===== src/rtl/uart_pkg.sv =====
// uart_pkg: definitions shared by the UART receive and transmit paths.
//   UART_DATA_W      data bits per frame
//   uart_rx_state_t  receiver FSM states (ST_PARITY exists only when
//                    UART_RX_PARITY_EN is defined)
//   uart_div()       rounded clock-cycles-per-bit divider
package uart_pkg;

    localparam int unsigned UART_DATA_W = 8;

    typedef enum logic [2:0] {
        ST_IDLE,
        ST_START,
        ST_DATA,
`ifdef UART_RX_PARITY_EN
        ST_PARITY,
`endif
        ST_STOP,
        ST_BREAK
    } uart_rx_state_t;

    // round(clk_freq / uart_freq), widened so the rounding add cannot wrap
    function automatic int unsigned uart_div(input int unsigned clk_freq,
                                             input int unsigned uart_freq);
        longint unsigned num;
        num = 64'(clk_freq) + 64'(uart_freq / 2);
        return 32'(num / 64'(uart_freq));
    endfunction

endpackage


===== src/rtl/uart_rx_if.sv =====
// uart_rx_if: byte hand-off and status from the UART receiver.
//   rx_data     received byte, stable while rx_valid is high
//   rx_valid    holding register occupied
//   rx_ready    consumer accepts the byte when rx_valid && rx_ready
//   rx_busy     frame in progress
//   frame_err   one-cycle pulse, stop bit sampled low
//   overrun_err one-cycle pulse, good byte dropped (holding register full)
//   parity_err  one-cycle pulse, parity mismatch (0 in the 8N1 build)
// master: the receiver; slave: the consumer.
interface uart_rx_if;
    import uart_pkg::*;

    logic [UART_DATA_W-1:0] rx_data;
    logic                   rx_valid;
    logic                   rx_ready;
    logic                   rx_busy;
    logic                   frame_err;
    logic                   overrun_err;
    logic                   parity_err;

    modport master (
        output rx_data, rx_valid, rx_busy, frame_err, overrun_err, parity_err,
        input  rx_ready
    );

    modport slave (
        input  rx_data, rx_valid, rx_busy, frame_err, overrun_err, parity_err,
        output rx_ready
    );

endinterface


===== src/rtl/uart_baud_cnt.sv =====
// uart_baud_cnt: loadable down-counter that saturates at zero.
//   clk, rst_n   clock, asynchronous active-low reset
//   load_i       load load_val_i this cycle (takes priority over counting)
//   load_val_i   value to load
//   expire_o     high in the cycle the count steps from 1 to 0, so a load
//                of N expires N-1 cycles after the load cycle + 1, i.e. N
//                cycles after the cycle that asserted load_i
module uart_baud_cnt #(
    parameter int unsigned W = 11
) (
    input  logic         clk,
    input  logic         rst_n,
    input  logic         load_i,
    input  logic [W-1:0] load_val_i,
    output logic         expire_o
);

    logic [W-1:0] cnt_q, cnt_d;

    always_comb begin
        cnt_d = cnt_q;
        if (load_i) begin
            cnt_d = load_val_i;
        end else if (cnt_q != '0) begin
            cnt_d = cnt_q - 1'b1;
        end
    end

    always_ff @(posedge clk or negedge rst_n) begin
        if (!rst_n) begin
            cnt_q <= '0;
        end else begin
            cnt_q <= cnt_d;
        end
    end

    assign expire_o = (cnt_q == W'(1));

endmodule


===== src/rtl/uart_rx.sv =====
// uart_rx: asynchronous serial receiver, 8 data bits LSB first, 1 stop bit,
// one-entry valid/ready holding register.
//   clk_freq, uart_freq  clock frequency and baud rate in Hz / bit/s
//   clk, rst_n           system clock, asynchronous active-low reset
//   rxp                  serial line, idles high, asynchronous to clk
//   rx_if (master)       byte hand-off, busy and error pulses (uart_rx_if)
// Build option: define UART_RX_PARITY_EN for 8E1 frames with a live
// parity_err; otherwise frames are 8N1 and parity_err is tied low.
module uart_rx
    import uart_pkg::*;
#(
    parameter int unsigned clk_freq  = 133333000,
    parameter int unsigned uart_freq = 115200
) (
    input  logic      clk,
    input  logic      rst_n,
    input  logic      rxp,
    uart_rx_if.master rx_if
);

    localparam int unsigned DIV   = uart_div(clk_freq, uart_freq);
    localparam int unsigned HALF  = DIV / 2;
    localparam int unsigned CNT_W = $clog2(DIV + 1);

    if (DIV < 4) begin : g_bad_div
        $error("uart_rx: clk_freq/uart_freq yields a divider below 4");
    end

    uart_rx_state_t               state_q, state_d;
    logic [1:0]                   sync_q;
    logic [2:0]                   hist_q;
    logic [2:0]                   bit_idx_q, bit_idx_d;
    logic [UART_DATA_W-1:0]       shift_q, shift_d;
    logic [UART_DATA_W-1:0]       rx_data_q, rx_data_d;
    logic                         rx_valid_q, rx_valid_d;
    logic                         frame_err_q, frame_err_d;
    logic                         overrun_q, overrun_d;
`ifdef UART_RX_PARITY_EN
    logic                         par_bad_q, par_bad_d;
    logic                         parity_err_q, parity_err_d;
`endif

    logic                         rxs;
    logic                         vote;
    logic                         fall;
    logic                         deliver;
    logic                         cnt_load;
    logic [CNT_W-1:0]             cnt_val;
    logic                         expire;

    assign rxs  = sync_q[1];
    assign vote = (hist_q[0] & hist_q[1]) | (hist_q[0] & hist_q[2]) |
                  (hist_q[1] & hist_q[2]);
    // hist_q[0] is last cycle's rxs, so this is a 1->0 transition on rxs
    assign fall = hist_q[0] & ~rxs;

    uart_baud_cnt #(.W(CNT_W)) u_baud_cnt (
        .clk        (clk),
        .rst_n      (rst_n),
        .load_i     (cnt_load),
        .load_val_i (cnt_val),
        .expire_o   (expire)
    );

    always_comb begin
        state_d     = state_q;
        bit_idx_d   = bit_idx_q;
        shift_d     = shift_q;
        cnt_load    = 1'b0;
        cnt_val     = CNT_W'(DIV);
        deliver     = 1'b0;
        frame_err_d = 1'b0;
        overrun_d   = 1'b0;
        rx_data_d   = rx_data_q;
        rx_valid_d  = rx_valid_q;
`ifdef UART_RX_PARITY_EN
        par_bad_d    = par_bad_q;
        parity_err_d = 1'b0;
`endif
        if (rx_valid_q && rx_if.rx_ready) begin
            rx_valid_d = 1'b0;
        end

        case (state_q)
            ST_IDLE: begin
                if (fall) begin
                    cnt_load = 1'b1;
                    cnt_val  = CNT_W'(HALF);
                    state_d  = ST_START;
                end
            end
            ST_START: begin
                if (expire) begin
                    if (vote) begin
                        state_d = ST_IDLE;
                    end else begin
                        cnt_load  = 1'b1;
                        bit_idx_d = '0;
                        state_d   = ST_DATA;
                    end
                end
            end
            ST_DATA: begin
                if (expire) begin
                    shift_d[bit_idx_q] = vote;
                    cnt_load           = 1'b1;
                    bit_idx_d          = bit_idx_q + 3'd1;
                    if (bit_idx_q == 3'd7) begin
`ifdef UART_RX_PARITY_EN
                        state_d = ST_PARITY;
`else
                        state_d = ST_STOP;
`endif
                    end
                end
            end
`ifdef UART_RX_PARITY_EN
            ST_PARITY: begin
                if (expire) begin
                    par_bad_d = vote ^ (^shift_q);
                    cnt_load  = 1'b1;
                    state_d   = ST_STOP;
                end
            end
`endif
            ST_STOP: begin
                if (expire) begin
                    if (!vote) begin
                        frame_err_d = 1'b1;
                        state_d     = ST_BREAK;
`ifdef UART_RX_PARITY_EN
                    end else if (par_bad_q) begin
                        parity_err_d = 1'b1;
                        state_d      = ST_IDLE;
`endif
                    end else begin
                        deliver = 1'b1;
                        state_d = ST_IDLE;
                    end
                end
            end
            ST_BREAK: begin
                if (rxs) begin
                    state_d = ST_IDLE;
                end
            end
            default: begin
                state_d = ST_IDLE;
            end
        endcase

        // a byte may load in the same cycle the consumer takes the old one
        if (deliver) begin
            if (!rx_valid_q || rx_if.rx_ready) begin
                rx_data_d  = shift_q;
                rx_valid_d = 1'b1;
            end else begin
                overrun_d = 1'b1;
            end
        end
    end

    always_ff @(posedge clk or negedge rst_n) begin
        if (!rst_n) begin
            state_q      <= ST_IDLE;
            sync_q       <= '1;
            hist_q       <= '1;
            bit_idx_q    <= '0;
            shift_q      <= '0;
            rx_data_q    <= '0;
            rx_valid_q   <= 1'b0;
            frame_err_q  <= 1'b0;
            overrun_q    <= 1'b0;
`ifdef UART_RX_PARITY_EN
            par_bad_q    <= 1'b0;
            parity_err_q <= 1'b0;
`endif
        end else begin
            state_q      <= state_d;
            sync_q       <= {sync_q[0], rxp};
            hist_q       <= {hist_q[1:0], rxs};
            bit_idx_q    <= bit_idx_d;
            shift_q      <= shift_d;
            rx_data_q    <= rx_data_d;
            rx_valid_q   <= rx_valid_d;
            frame_err_q  <= frame_err_d;
            overrun_q    <= overrun_d;
`ifdef UART_RX_PARITY_EN
            par_bad_q    <= par_bad_d;
            parity_err_q <= parity_err_d;
`endif
        end
    end

    assign rx_if.rx_data     = rx_data_q;
    assign rx_if.rx_valid    = rx_valid_q;
    assign rx_if.rx_busy     = (state_q != ST_IDLE);
    assign rx_if.frame_err   = frame_err_q;
    assign rx_if.overrun_err = overrun_q;
`ifdef UART_RX_PARITY_EN
    assign rx_if.parity_err  = parity_err_q;
`else
    assign rx_if.parity_err  = 1'b0;
`endif

endmodule


===== src/flat_wrapper.sv =====
// flat-port wrapper written by rule: the top's interface ports become plain ports
module uart_rx_flat import uart_pkg::*;
#(
    parameter int unsigned clk_freq  = 133333000,
    parameter int unsigned uart_freq = 115200
)
  (clk, rst_n, rxp, rx_if_rx_data, rx_if_rx_valid, rx_if_rx_busy, rx_if_frame_err, rx_if_overrun_err, rx_if_parity_err, rx_if_rx_ready);
  uart_rx_if rx_if_i ();
  input  logic clk;
  input  logic rst_n;
  input  logic rxp;
  output wire logic [$bits(rx_if_i.rx_data)-1:0] rx_if_rx_data;
  output wire logic [$bits(rx_if_i.rx_valid)-1:0] rx_if_rx_valid;
  output wire logic [$bits(rx_if_i.rx_busy)-1:0] rx_if_rx_busy;
  output wire logic [$bits(rx_if_i.frame_err)-1:0] rx_if_frame_err;
  output wire logic [$bits(rx_if_i.overrun_err)-1:0] rx_if_overrun_err;
  output wire logic [$bits(rx_if_i.parity_err)-1:0] rx_if_parity_err;
  input wire logic [$bits(rx_if_i.rx_ready)-1:0] rx_if_rx_ready;
  assign rx_if_rx_data = rx_if_i.rx_data;
  assign rx_if_rx_valid = rx_if_i.rx_valid;
  assign rx_if_rx_busy = rx_if_i.rx_busy;
  assign rx_if_frame_err = rx_if_i.frame_err;
  assign rx_if_overrun_err = rx_if_i.overrun_err;
  assign rx_if_parity_err = rx_if_i.parity_err;
  assign rx_if_i.rx_ready = rx_if_rx_ready;
  uart_rx #(.clk_freq(clk_freq), .uart_freq(uart_freq)) u_core (.clk(clk), .rst_n(rst_n), .rxp(rxp), .rx_if(rx_if_i));
endmodule

===== config.mk =====
export PLATFORM = sky130hd
export DESIGN_NAME = uart_rx_flat
export DESIGN_NICKNAME = d
export VERILOG_FILES = /design/src/rtl/uart_pkg.sv /design/src/rtl/uart_rx_if.sv /design/src/rtl/uart_baud_cnt.sv /design/src/rtl/uart_rx.sv /design/src/flat_wrapper.sv
export SDC_FILE = /design/constraint.sdc
export NUM_CORES = 1
export LEC_CHECK = 0
export CELL_PAD_IN_SITES_DETAIL_PLACEMENT = 1
export CELL_PAD_IN_SITES_GLOBAL_PLACEMENT = 1
export CORE_ASPECT_RATIO = 0.8
export CORE_MARGIN = 3
export CORE_UTILIZATION = 30
export DETAILED_ROUTE_END_ITERATION = 10
export PLACE_DENSITY = 0.54
export SYNTH_ARGS = -nofsm -noshare
export SYNTH_HDL_FRONTEND = slang
export SYNTH_SLANG_ARGS = --single-unit

===== constraint.sdc =====
create_clock -name clk -period 3 [get_ports clk]
set_input_delay 0.3 -clock clk [delete_from_list [all_inputs] [get_ports clk]]
set_output_delay 0.3 -clock clk [all_outputs]
set_load 0.03 [all_outputs]

Word-level counts from Yosys, hierarchy flattened
Cells that the tools add are included. Widths: inputs -> output; s select.

Equality and inequality tests: 13. Magnitude comparators: 2. Add/sub/neg operators: 2. Reduce and logical (&&, ||, !) cells: 13. Mux-type cells: 34. Bitwise operators: 7.

Operator list (count): $mux 11 (4); $mux 3 (10); $pmux 3 s5 (1); $mux 1 (14); $ne 2x1->1 const B (6); $eq 11x1->1 const B (1); $reduce_bool 11->1 (1); $sub 11x1->11 const B (1); $bwmux 8 (1); $eq 3x2->1 const B (2); $eq 3x3->1 const B (2); $pmux 3 s2 (1); $reduce_and 6->1 (1); $and 1x1->1 (4); $lt 3x4->1 const B (1); $reduce_and 2->1 (2); $reduce_and 4->1 (1); $reduce_bool 2->1 (2); $add 3x1->3 const B (1); $demux 1 s3 (1); $eq 3x1->1 const B (1); $ge 3x1->1 const B (1); $logic_not 3->1 (1); $pmux 1 s3 (1); 8 further kinds (10).

Word-level logic and storage cells: 81. Register bits: 41. Input bits: 4.

Logic depth before layout (Yosys ltp)
Gate-level depths: netlist of run 1.

Depth in word-level cells: 7. Depth in mapped cells: 6. Depth with buffers taken out: 6.

By module
From an unflattened synthesis of run 1, not the netlist that was laid out.

Cell total of the unflattened synthesis: 171. Area total of the unflattened synthesis: 1990.7 sq um.

By module, submodules not included: uart_rx (area an instance 1331.3 sq um, seq. area each 757.0 sq um, cells each 104, times used 1); uart_baud_cnt (area an instance 659.4 sq um, seq. area each 275.3 sq um, cells each 67, times used 1).

Worst setup path after synthesis of run 1
Ideal clock, no wire load.

Path type: register to register. Start: reg u_core.u_baud_cnt.cnt_q[1]. End: reg u_core.shift_q[2]. Arrival: 1.706 ns. Cell stages (with the launch flop): 7. Period minus slack after synthesis: 1.831 ns. Slack: 1.169 ns. Buffers on the path: 0. Cell sequence: dfrtp_1 -> inv_1 -> ha_1 -> nor4b_4 -> nand4_1 -> nor3_1 -> mux2_2.

Word-level cells in the longest chain between the ends: 2.

Ends and longest elaborated chain: from (decl) (line uart_baud_cnt.sv:18) `logic [W-1:0] cnt_q, cnt_d;`; from (signal assigned) (line uart_baud_cnt.sv:33) `cnt_q <= cnt_d;`; $eq 11x1->1 (line uart_baud_cnt.sv:37) `assign expire_o = (cnt_q == W'(1));`; $reduce_and 2->1 (no source line); to (signal assigned) (line uart_rx.sv:183) `shift_q <= shift_d;`; to (decl) (line uart_rx.sv:33) `logic [UART_DATA_W-1:0] shift_q, shift_d;`.

No other way between the ends. A chain may end at the register's enable or synchronous reset.

Final worst setup path of run 1
Same ends and word-level chain as after synthesis.

==> flow_metrics.tcl, run 1 <==
set metrics [dict create \
    status "finished, final reports clean" \
    die_w_um 96.4 \
    start_util_pct 32.0 \
    core-area_um2 6130 \
    finalWeightedCongestion 0.752 \
    drt_iter0_drc 31 \
    power.density_nw_per_um2 714 \
    yosysTopAreaCellShare_pct 45.9 \
    num_antenna_cells 0 \
    wl_mm 4.29 \
    grt.total_usage_pct 12.9 \
    p_switching_uw 531 \
    synth_edf_count 0 \
    grt_pass1_wl_mm 7.45 \
    final_layout_size_suffix_gt1_share_pct 21.2 \
    postSynthCellCount 167 \
    worst_slack_ps 888 \
    ys_top_cells_by_count "dfrtp_1, mux2_2, nor2_1, nand2_1, nor3_1" \
    cts_resized 0 \
    hp-class "input pin to asynchronous set/reset pin" \
    wl_per_cell_um 16.2 \
    via_per_inst 5.00 \
    synth_most_common_cell "dfrtp_1" \
    whs_ps 129 \
    ys_seq_area_share_pct 52.6 \
    crit_chain "inv_1, ha_1, nor4b_4, nand4_1, nor3_1, mux2_2" \
    pwr-share-comb_pct 21.1 \
    fp-row-count 25 \
    clk_pin_slew_ps 80 \
    insertion_delay_ps 290 \
    swShare_pct 32.1 \
    clock_skew_ps 7.79 \
    crit_path_end_kind "flop" \
    yosysTopAreaCell "dfrtp_1" \
    place_ws_ps 891 \
    rsz0062_at_grt "no" \
    fill_cells 673 \
    dieArea_um2 7550 \
    cts-buffers-inserted 5 \
    io_buffers 15 \
    crit_path_top_delay_cell "dfrtp_1" \
    setup_tns_ps 0 \
    vias 1325 \
    synth_area_leaders "dfrtp_1, mux2_2, dfstp_2, ha_1, nor2_1" \
    io-pin-count 17 \
    cts_sinks 41 \
    clock_path_buffers 2 \
    post-cts-setup-buffers 0 \
    synth_nets 176 \
    critPathLaunchType "flop" \
    synth_ff_type "dfrtp_1" \
    worstPathArrival_ps 2290 \
    critical_path_required_ps 3180 \
    dr.pass1.iters 4 \
    p_seq_share_pct 47.0 \
    finalSetupViolCount 0 \
    max_freq_mhz 473 \
    cts_root_buf "clkbuf_8" \
    grt_remaining_overflow 0 \
    critPathMaxStageDelay_ps 430 \
    drv_cap 0 \
    syn-cell-area_um2 1960 \
    min_period_ps 2110 \
    yosys.cell_types.count 48 \
    drc 0 \
    critical_path_class "flop to flop" \
    grt_pass1_vias 1418 \
    drtAntennaViolNets 0 \
    htreeDepth 2 \
    finalNetCount 192 \
    area_growth_syn_to_layout_pct 18.0 \
    yosysWarnings 0 \
    worstMarginPinSlew_ps 908 \
    antenna_found_initial 0 \
    synth-seq-cells 41 \
    hpwl_mm 3.05 \
    holdBufCountCts 0 \
    hold_violations 0 \
    vdd.ir_drop.worst_mv 0.252 \
    post-route-period-util_pct 70.4 \
    grt_max_degree 42 \
    cts_tree "yes" \
    leakage_nw 0.996 \
    die_h_um 78.3 \
    synthArstFlopShare_pct 100 \
    p_int_mw 1.12 \
    finalMaxSlewViolations 0 \
    clkPwrFrac_pct 31.9 \
    relSlewSlack_pct 39.5 \
    path_max_fanout 5 \
    regToRegSetupSlack_ps 890 \
    syn_area_per_cell_um2 11.7 \
]
-- sequential cells by signal (all words and copies together), names as in the netlist --
register,flops
u_core.bit_idx_q,3
u_core.hist_q,3
u_core.rx_if.frame_err,1
u_core.rx_if.overrun_err,1
u_core.rx_if.rx_data,8
u_core.rx_if.rx_valid,1
u_core.shift_q,8
u_core.state_q,3
u_core.sync_q,2
u_core.u_baud_cnt.cnt_q,11
-- worst paths after layout --
kind / startpoint / end / cells past startpoint
hold reg to reg: u_core.sync_q[0] / u_core.sync_q[1] / 0
setup / recovery: u_core.u_baud_cnt.cnt_q[1] / u_core.shift_q[2] / 6
min in group clk: u_core.sync_q[0] / u_core.sync_q[1] / 0
setup reg to reg: u_core.u_baud_cnt.cnt_q[1] / u_core.shift_q[2] / 6
max in group asynchronous: rst_n / u_core.shift_q[4] / 1
hold / removal: rst_n / u_core.u_baud_cnt.cnt_q[4] / 1
-- power groups by stage --
| stage | Combinational [mW] | Clock (mW) | Sequential (mW) |
|---|---|---|---|
| after floorplan | 0.294 | 0 | 0.734 |
| after global placement | 0.336 | 0 | 0.769 |
| after detailed placement | 0.356 | 0 | 0.784 |
| after CTS | 0.357 | 0.543 | 0.776 |
| after global routing | 0.397 | 0.572 | 0.792 |
| final | 0.349 | 0.526 | 0.776 |
-- stage by stage --
step | power (mW) | util, % | instances | area [um^2]
2_1_floorplan | 1.03 | - | 167 | 1960
3_3_place_gp | 1.10 | 35.6 | 257 | 2180
3_5_place_dp | 1.14 | 35.6 | 257 | 2180
4_1_cts | 1.68 | 37.7 | 265 | 2310
5_1_grt | 1.76 | 37.7 | 265 | 2310
6_report | 1.65 | 37.7 | 265 | 2310
-- cells in the final DEF (no fill, tap or decap), drive strengths merged, types with 3 or more instances in the layout --
| master | count |
|---|---|
| nand2 | 10 |
| dfrtp | 36 |
| nand3 | 8 |
| clkdlybuf4s50 | 14 |
| inv | 3 |
| mux2 | 16 |
| nor2 | 13 |
| clkbuf | 5 |
| nand2b | 6 |
| o21ai | 5 |
| dfstp | 5 |
| ha | 5 |
| nor4b | 3 |
| a21oi | 5 |
| nor3b | 3 |
| nor3 | 10 |
-- metal layers --
layer | share of wire [%] | global-route usage, %
met5 | 0 | 0
met4 | 0.79 | 3.78
met3 | 3.5 | 3.54
met1 | 51 | 18.7
met2 | 44 | 18.6
-- area by class of cell --
type | count | area [um^2] | area share, %
timing repair buffer | 15 | 145 | 6.27
inverter | 3 | 11.3 | 0.487
clock buffer | 5 | 68.8 | 2.97
tap | 81 | 101 | 4.38
multi-input combinational | 117 | 890 | 38.5
clock inverter | 3 | 65.1 | 2.81
sequential | 41 | 1030 | 44.6
-- worst max-delay path, delay by kind of cell (launching register included) --
kind                     cells  cell delay, ps
buffers and inverters        1             120
flip-flops                   1             430
adder cells (fa/ha/maj)      1             160
multiplexers                 1             370
AND/OR/NAND/NOR              3             920
-- cells by family after synthesis --
| logic type | Yosys count | share of synthesized area, % |
|---|---|---|
| xor gates and xnor gates | 3 | 1.34 |
| DFF | 41 | 52.6 |
| AOI/OAI and AO/OA | 21 | 7.21 |
| buffers and inverters | 9 | 1.98 |
| other | 1 | 0.191 |
| and+or+nand+nor | 68 | 22.7 |
| adders and majority gates | 6 | 3.70 |
| muxes | 18 | 10.2 |
(Power assumes the default switching activity.)
==> run 2: changes to the inputs <==
clock period = 2.2 ns   (was 3 ns; I/O delays follow)
==> run 2 against run 1 <==
Compared with the run above: sequential share of layout area decreased by 1.4 points; critical path depth unchanged; highest routed layer unchanged; global-route usage increased by 0.55 points; via count increased by 5.5%; largest cell class unchanged; sequential power increased by 35%; combinational power increased by 49%; non-clock buffer count increased by 9; power increased by 39%; maximum frequency increased by 2.6%.
==> flow_metrics.tcl, run 2 (synthesis results as in run 1) <==
set metrics [dict create \
    status "finished, final reports clean" \
    pwr-share-comb_pct 22.7 \
    critPathLaunchType "flop" \
    p_seq_share_pct 45.7 \
    wl_mm 4.59 \
    post-cts-setup-buffers 0 \
    final_layout_size_suffix_gt1_share_pct 24.9 \
    crit_chain "inv_1, ha_1, nor4b_4, nand4_1, nor3_1, mux2_2" \
    fill_cells 694 \
    critical_path_class "flop to flop" \
    layout_commonest_cell "dfrtp_1" \
    swShare_pct 31.9 \
    cts_tree "yes" \
    drv_cap 0 \
    wl_met1_mm 2.35 \
    grt_pass1_vias 1498 \
    grt_pass1_wl_mm 7.82 \
    drtAntennaViolNets 0 \
    start_util_pct 32.0 \
    finalWeightedCongestion 0.755 \
    area_growth_syn_to_layout_pct 21.8 \
    critPathMaxStageDelay_ps 430 \
    dpl_cell_area_um2 2240 \
    post-route-util_pct 39.0 \
    routed.top_layer "met4" \
    cts_sinks 41 \
    core-area_um2 6130 \
    post-route-period-util_pct 93.6 \
    die_h_um 78.3 \
    num_antenna_cells 0 \
    p_int_mw 1.56 \
    via_per_inst 5.10 \
    clock_path_buffers 2 \
    io-pin-count 17 \
    final_cell_mix "dfrtp_1, mux2_2, clkdlybuf4s50_1" \
    dieArea_um2 7550 \
    power.density_nw_per_um2 960 \
    hold_violations 0 \
    clock_skew_ps 6.01 \
    finalNetCount 201 \
    cts_root_buf "clkbuf_8" \
    seq_area_um2 1030 \
    grt_max_degree 26 \
    vdd.ir_drop.worst_mv 0.292 \
    cts-buffers-inserted 5 \
    dr.pass1.iters 4 \
    crit_buf_inv 1 \
    clkPwrFrac_pct 31.7 \
    grt.total_usage_pct 13.4 \
    power_mw 2.29 \
    crit_path_top_delay_cell "dfrtp_1" \
    top_register "u_core.u_baud_cnt.cnt_q" \
    min_period_ps 2060 \
    insertion_delay_ps 290 \
    largest_reg_flops 11 \
    hp-class "input pin to flop" \
    multi_input_area_um2 895 \
    crit_path_end_kind "flop" \
    drc 0 \
    die_w_um 96.4 \
    antenna_found_initial 0 \
    path_delay_family "simple AND/OR/NAND/NOR gates" \
    worstPathArrival_ps 2240 \
    finalMaxSlewViolations 0 \
    wl_met2_mm 2.03 \
    leakage_nw 1.04 \
    critical_path_required_ps 2390 \
    wl_per_cell_um 16.7 \
    grt_remaining_overflow 0 \
    clk_pin_slew_ps 80 \
    vias 1398 \
    worstSetupPathDepth 6 \
    hpwl_mm 3.31 \
    fp-row-count 25 \
    worst_slack_ps 141 \
    path_max_fanout 5 \
    final_area_um2 2390 \
    rsz0062_at_grt "yes" \
    max_freq_mhz 486 \
    reg2reg_depth 6 \
    min_path_cells 1 \
    io_buffers 15 \
    finalSetupViolCount 0 \
    met3_length_um 167 \
    place_ws_ps 155 \
    p_switching_uw 732 \
    drt_iter0_drc 59 \
    htreeDepth 2 \
]
==> run 2: changes by cell type in the layout (fill, tap and decap cells not counted) <==
cell	before	now
nor3_1	8	7
dlygate4sd3_1	0	1
nor3_2	0	1
buf_4	0	8
==> run 2: per-stage QoR <==
stage          std cells  hold WS [ps]  TNS (ps)
2_1_floorplan        167         -75.6         0
3_3_place_gp         265           177         0
3_5_place_dp         265           180         0
4_1_cts              274           343         0
5_1_grt              274           336     -8.91
6_report             274           344         0
==> run 2: timing repair <==
action	4_1_cts	5_1_grt
gates resized for setup	0	1
setup endpoints to repair	0	1
hold buffers	1	0
hold endpoints to repair	16	0
==> run 2: worst paths after layout <==
path                                       startpoint                    endpoint  slack, ps
max reg2reg                u_core.u_baud_cnt.cnt_q[1]           u_core.shift_q[6]        140
max                        u_core.u_baud_cnt.cnt_q[1]           u_core.shift_q[6]        140
min reg2reg                          u_core.sync_q[0]            u_core.sync_q[1]        360
min                                               rxp            u_core.sync_q[0]        340
min in group asynchronous                       rst_n  u_core.u_baud_cnt.cnt_q[1]        400
max in group asynchronous                       rst_n            u_core.hist_q[0]       1080
==> run 2: worst register-to-register path, cell delays in order (launching register included) <==
cell,delay [ps]
dfrtp_1,430
inv_1,120
ha_1,160
nor4b_4,310
nand4_1,300
nor3_1,270
mux2_2,350
==> run 2: routing by layer <==
| metal | global-route usage (%) | up-vias |
|---|---|---|
| met5 | 0 | - |
| met4 | 3.64 | 0 |
| met3 | 3.74 | 5 |
| met2 | 19.7 | 21 |
| met1 | 19.3 | 720 |
| li1 | - | 652 |
==> run 2: cell type report <==
type | count | area share (%)
Clock buffer | 5 | 2.88
Clock inverter | 3 | 2.72
Inverter | 3 | 0.471
Multi-Input combinational cell | 117 | 37.5
Sequential cell | 41 | 43.2
Tap cell | 81 | 4.24
Timing Repair Buffer | 24 | 9.01
==> run 2: power groups by stage <==
stage               logic, mW  registers, mW  clock network (mW)
CTS                     0.529           1.04               0.746
detailed placement      0.522           1.06                   0
global route            0.591           1.07               0.797
global placement        0.498           1.05                   0
finish                  0.519           1.05               0.726
floorplan               0.400           1.00                   0
